### src/rtl/div_unit.sv
// Iterative radix-2 restoring divider for DIV/DIVU in the execute stage.
// Ports: clk, rst (async high), start, signed_div, annul, opdata1/opdata2 in;
//   result {HI=rem, LO=quot}, ready (1-cycle pulse), div_running (stall) out.
module div_unit #(
  parameter int WIDTH = 32
) (
  input  logic               clk,
  input  logic               rst,
  input  logic               start,
  input  logic               signed_div,
  input  logic               annul,
  input  logic [WIDTH-1:0]   opdata1,
  input  logic [WIDTH-1:0]   opdata2,
  output logic [2*WIDTH-1:0] result,
  output logic               ready,
  output logic               div_running
);

  typedef enum logic [1:0] {
    IDLE = 2'd0,
    BUSY = 2'd1,
    DONE = 2'd2
  } state_t;

  state_t state;
  state_t state_nx;

  // dvd shifts out dividend bits on the left and collects
  // quotient bits on the right.
  logic [WIDTH-1:0]   dvd;
  logic [WIDTH-1:0]   dvs;
  logic [WIDTH-1:0]   rem;
  logic [5:0]         cnt;
  logic               neg_q;
  logic               neg_r;

  // staged is the freshly computed answer, visible only during
  // a non-annulled DONE cycle; held is the last committed one.
  logic [2*WIDTH-1:0] staged;
  logic [2*WIDTH-1:0] held;

  logic               go;
  logic               zero;
  logic               last;
  logic               step;
  logic [WIDTH-1:0]   abs1;
  logic [WIDTH-1:0]   abs2;
  logic [WIDTH:0]     shifted;
  logic [WIDTH+1:0]   diff;
  logic               qbit;
  logic [WIDTH-1:0]   rem_nx;
  logic [WIDTH-1:0]   q_nx;
  logic [WIDTH-1:0]   q_fin;
  logic [WIDTH-1:0]   r_fin;

  assign go   = start & ~annul;
  assign zero = (opdata2 == '0);
  assign last = (cnt == 6'(WIDTH - 1));
  assign step = start & ~annul;

  assign abs1 = (signed_div && opdata1[WIDTH-1]) ? -opdata1 : opdata1;
  assign abs2 = (signed_div && opdata2[WIDTH-1]) ? -opdata2 : opdata2;

  // The shifted partial remainder is always below 2*divisor, so a
  // 2-bit headroom subtract gives a clean sign bit.
  assign shifted = {rem, dvd[WIDTH-1]};
  assign diff    = {1'b0, shifted} - {2'b00, dvs};
  assign qbit    = ~diff[WIDTH+1];
  assign rem_nx  = qbit ? diff[WIDTH-1:0] : shifted[WIDTH-1:0];
  assign q_nx    = {dvd[WIDTH-2:0], qbit};

  // 0x8000_0000 / -1 wraps naturally here: |q| = 2^31 negated
  // by neither sign, so LO stays 0x8000_0000.
  assign q_fin = neg_q ? -q_nx : q_nx;
  assign r_fin = neg_r ? -rem_nx : rem_nx;

  always_ff @(posedge clk or posedge rst) begin
    if (rst) begin
      state <= IDLE;
    end else begin
      state <= state_nx;
    end
  end

  always_comb begin
    state_nx    = state;
    ready       = 1'b0;
    div_running = 1'b0;
    result      = held;
    unique case (state)
      IDLE: begin
        if (go) begin
          state_nx = zero ? DONE : BUSY;
        end
      end
      BUSY: begin
        if (!start) begin
          state_nx = IDLE;
        end else if (last) begin
          state_nx = DONE;
        end
      end
      DONE: begin
        state_nx = IDLE;
        ready    = 1'b1;
        result   = staged;
      end
      default: begin
        state_nx = IDLE;
      end
    endcase
    if (annul) begin
      state_nx = IDLE;
      ready    = 1'b0;
      result   = held;
    end
    div_running = start & ~annul & ~rst & (state != DONE);
  end

  always_ff @(posedge clk or posedge rst) begin
    if (rst) begin
      dvd    <= '0;
      dvs    <= '0;
      rem    <= '0;
      cnt    <= '0;
      neg_q  <= 1'b0;
      neg_r  <= 1'b0;
      staged <= '0;
      held   <= '0;
    end else begin
      unique case (state)
        IDLE: begin
          if (go) begin
            dvs   <= abs2;
            rem   <= '0;
            cnt   <= '0;
            neg_q <= signed_div & (opdata1[WIDTH-1] ^ opdata2[WIDTH-1]);
            neg_r <= signed_div & opdata1[WIDTH-1];
            dvd   <= abs1;
            // Divide-by-zero skips the iteration entirely; the raw
            // dividend goes straight to HI.
            if (zero) begin
              staged <= {opdata1, {WIDTH{1'b1}}};
            end
          end
        end
        BUSY: begin
          if (step) begin
            rem <= rem_nx;
            dvd <= q_nx;
            cnt <= cnt + 6'd1;
            if (last) begin
              staged <= {r_fin, q_fin};
            end
          end
        end
        DONE: begin
          if (!annul) begin
            held <= staged;
          end
        end
        default: begin
        end
      endcase
    end
  end

endmodule

### config.mk
export PLATFORM = sky130hd
export DESIGN_NAME = div_unit
export DESIGN_NICKNAME = d
export VERILOG_FILES = /design/src/rtl/div_unit.sv
export SDC_FILE = /design/constraint.sdc
export NUM_CORES = 1
export LEC_CHECK = 0
export CAP_MARGIN = 10
export CORE_ASPECT_RATIO = 0.8
export CORE_UTILIZATION = 40
export DETAILED_ROUTE_END_ITERATION = 8
export PLACE_DENSITY_LB_ADDON = 0.05
export SYNTH_ARGS = -nofsm -noshare
export SYNTH_HDL_FRONTEND = slang
export SYNTH_SLANG_ARGS = --single-unit
### constraint.sdc
create_clock -name clk -period 9.2 [get_ports clk]
set_input_delay 1.84 -clock clk [delete_from_list [all_inputs] [get_ports clk]]
set_output_delay 1.84 -clock clk [all_outputs]
set_load 0.01 [all_outputs]
# Yosys cells after proc, flatten, opt, wreduce, memory -nomap -nowiden
# Index checks and enable logic that the tools add are counted.
# word_totals
ff_bits	234
in_bits	69
# classes
eq_ne	10
reduce_logical	10
muxes	29
n_bitwise	9
n_addsub	6
# ops
operator	n
$mux W64	6
$mux W32	9
$neg A32 Y32	4
$pmux W32 S2	2
$pmux W64 S2	1
$sub A33 B32 Y34	1
$logic_not A32 Y1	1
$mux W6	2
$pmux W6 S2	1
$mux W2	5
$ne A2 B2 Y1 const B	5
$add A6 B1 Y6 const B	1
$eq A6 B5 Y1 const B	1
$reduce_and A2 Y1	3
$and A1 B1 Y1	5
$reduce_and A5 Y1	1
$ne A4 B4 Y1 const B	1
$pmux W2 S2	1
$ne A3 B3 Y1 const B	1
$not A1 Y1	3
$reduce_and A3 Y1	1
$eq A2 B1 Y1 const B	1
$eq A2 B2 Y1 const B	1
$logic_and A1 B1 Y1	2
other kinds (4)	5

# Longest topological paths before layout
# logic_depth
ltp_word	7
depth_mapped	24
depth_no_buf	19

# Worst setup path after synthesis
# No wires, ideal clock.
# synth_path
kind	input to output
startpoint	in annul
endpoint	out result[0]
arrival_ps	3131
path_buffers	2
path_stages	4
required_time_ps	7360
path_slack_ps	4229
cell_sequence	nor3b_1 clkbuf_1 clkbuf_1 mux2_2
# synth_between
elab_chain_cells	1
# synth_rtl
item	line_no	rtl
from (decl)	11	input logic annul,
$mux W64	112	if (annul) begin
to (decl)	14	output logic [2*WIDTH-1:0] result,
# No other way between the ends.

# Final worst setup path
# layout_path
startpoint	in annul
endpoint	out result[22]
# The elaborated chain is that of the path after synthesis.

==> results.sh <==
export IMPL_post_synth_cell_area_avg_sq_um=8.761
export IMPL_wl_per_cell_microns=19.47
export IMPL_vias_per_cell=5.665
export IMPL_layout_commonest_cell="dfrtp_1"
export IMPL_synthesis_area_sq_um=15450
export IMPL_maxSlewViolCount=0
export IMPL_final_setup_tns_ps=0
export IMPL_cp_arrival_ps=4470
export IMPL_numCtsBuffers=28
export IMPL_hold_viol=0
export IMPL_peakVddDrop_mv=0.1259
export IMPL_dr_wl_met3_microns=2797
export IMPL_ys_types=91
export IMPL_cp_cell_sequence="clkdlybuf4s50_1, nor3b_2, buf_4, buf_4, mux2_2, clkdlybuf4s50_1"
export IMPL_wl_met1_microns=23620
export IMPL_cp_max_fo=59
export IMPL_rsz0062_at_grt="no"
export IMPL_most_common_layout_cells="234 x dfrtp_1, 208 x nor2_1, 179 x a21oi_1"
export IMPL_status="completed"
export IMPL_drv_cap=0
export IMPL_cts_buffer_depth=3
export IMPL_wl_met2_microns=18410
export IMPL_synth_edf_count=0
export IMPL_clkTransAtPathRegs_ps=60
export IMPL_core_area_sq_um=38120
export IMPL_cp_required_ps=7360
export IMPL_n_antenna_cell=0
export IMPL_synth_cells=1764
export IMPL_antenna_found_initial=1
export IMPL_worstSetupStartpointType="primary input"
export IMPL_grtUsageTotal_pct=23.41
export IMPL_drt_initial_drc_count=967
export IMPL_numPortBuffers=134
export IMPL_dpl_hpwl_microns=33780
export IMPL_htree_levels=1
export IMPL_hold_buffers=0
export IMPL_post_cts_setup_buffer_count=0
export IMPL_synth_area_leaders="dfrtp_1 38%, mux2_2 9.7%, a21oi_1 5.8%"
export IMPL_cts_resized_gates=0
export IMPL_period_needed_ps=6306
export IMPL_grt_pass1_wl_microns=72650
export IMPL_yosysTopAreaCellShare_pct=37.89
export IMPL_cts_sinks=234
export IMPL_fin_nets=1944
export IMPL_hp_class="reg2reg"
export IMPL_async_reset_ff_share_pct=100.0
export IMPL_max_stage_delay_ps=630
export IMPL_path_class="in2out"
export IMPL_routabilityCongestion=0.8667
export IMPL_highest_layer="met5"
export IMPL_routed_wl_microns=45760
export IMPL_power_per_cell_area_nw_per_um2=214.9
export IMPL_fmaxAchievable_mhz=158.6
export IMPL_worst_path_max_delay_cell="buf_4"
export IMPL_dp_cells=2302
export IMPL_max_slew_margin_pct=27.52
export IMPL_root_buffer="clkbuf_16"
export IMPL_ys_ff_latch=234
export IMPL_grt_max_degree=138
export IMPL_synth_largest_area_cell="dfrtp_1"
export IMPL_post_place_ws_ps=2673
export IMPL_fp_dieH_microns=177.8
export IMPL_ioPinCount=135
export IMPL_worst_pin_slew_ps=1078
export IMPL_rrSetupSlack_ps=3640
export IMPL_yosys_warnings=0
export IMPL_final_cells=2350
export IMPL_start_util_pct=40.55
export IMPL_first_pass_iters=5
export IMPL_synthesis_nets=1871
export IMPL_grt_pass1_vias=12560
export IMPL_worst_slack_ps=2894
export IMPL_final_layout_size_suffix_gt1_share_pct=12.67
export IMPL_crit_path_end_kind="primary output"
export IMPL_ant_nets=0
export IMPL_p_leak_nw=7.470
export IMPL_vias=13310
export IMPL_syn_to_final_growth_pct=16.73
export IMPL_synth_main_ff_cell="dfrtp_1"
export IMPL_dieWidth_microns=221.8
export IMPL_ys_seq_area_share_pct=37.89
export IMPL_rows=64
export IMPL_cts_tree="yes"
export IMPL_overflow=0
export IMPL_die_area_sq_um=39430
export IMPL_skew_ps=17.50
export IMPL_insertion_delay_ps=560
export IMPL_post_route_drc_count=0
export IMPL_setup_violations=0
export IMPL_finalCritPeriodShare_pct=68.54
==> cells by family (layout without fill, tap and decap cells) <==
group,after synthesis,count (layout),synth area share [%]
xor+xnor,133,133,7.537
simple gates,570,570,17.24
fa+ha+maj,38,38,3.125
flops,234,234,37.89
mux,150,150,10.79
compound gates,474,474,18.80
buf+inv,165,256,4.623
==> where the power goes <==
group	switching, W	internal (W)	total [W]	leakage (nW)
combinational	0.000634	0.000604	0.00124	4.14
clock	0.000449	0.000723	0.00117	0.475
sequential	0.000206	0.00126	0.00147	2.85
total	0.00129	0.00259	0.00388	7.47
==> per-layer routing <==
layer	GRT usage, %	vias up
li1	-	6448
met1	36.44	6472
met2	32.85	332
met3	4.437	58
met4	5.150	2
met5	0	-
==> Yosys cell counts, types with 14 or more instances <==
library cell	count
o41ai_1	14
ha_1	37
clkbuf_1	79
dfrtp_1	234
a221oi_1	16
xnor2_1	62
a31oi_1	34
nand2_1	169
o31ai_1	18
nand3_1	16
a21oi_1	180
inv_1	58
or3_1	19
nand2b_1	14
mux2i_1	17
o21ai_0	129
nor2_1	209
nor4_1	17
and3_1	16
mux2_2	133
a211oi_1	14
xor2_1	71
nor3_1	29
==> critical path: cells and delay by family <==
kind,cells,cell delay [ps]
and+or+nand+nor,1,200
muxes,1,410
buffers and inverters,4,1930
==> flip-flops by register name, indices dropped and copies added, names as in the netlist <==
signal / flops
neg_r: 1
neg_q: 1
held: 64
staged: 64
dvs: 32
dvd: 32
rem: 32
cnt: 6
state: 2
==> area by class of cell <==
type	count	area [sq um]
clock buffer	38	809.5
sequential	234	5856
tap	495	619.3
fill	3724	20080
clock inverter	10	156.4
inverter	59	229.0
multi-input combinational	1365	8916
timing repair buffer	149	1454
==> path summary, 6_finish.rpt <==
kind                                from         end  cells past startpoint
max in group asynchronous            rst      dvs[2]                      3
worst min register to register  held[17]    held[17]                      1
worst max register to register   rem[18]  staged[62]                     15
worst max-delay path               annul  result[22]                      6
min in group asynchronous            rst    held[60]                      2
worst min-delay path            held[17]    held[17]                      1
==> through the flow <==
step	hold slack (ps)	utilization [%]	cell area, sq um	power (W)
CTS	506.1	47.33	18040	0.003911
floorplan	460.4	-	15450	0.002227
global placement	484.7	44.79	17070	0.002697
global route	511.6	47.33	18040	0.004122
finish	501.8	47.33	18040	0.003876
detailed placement	492.2	44.79	17070	0.002715
(Power assumes the default switching activity.)
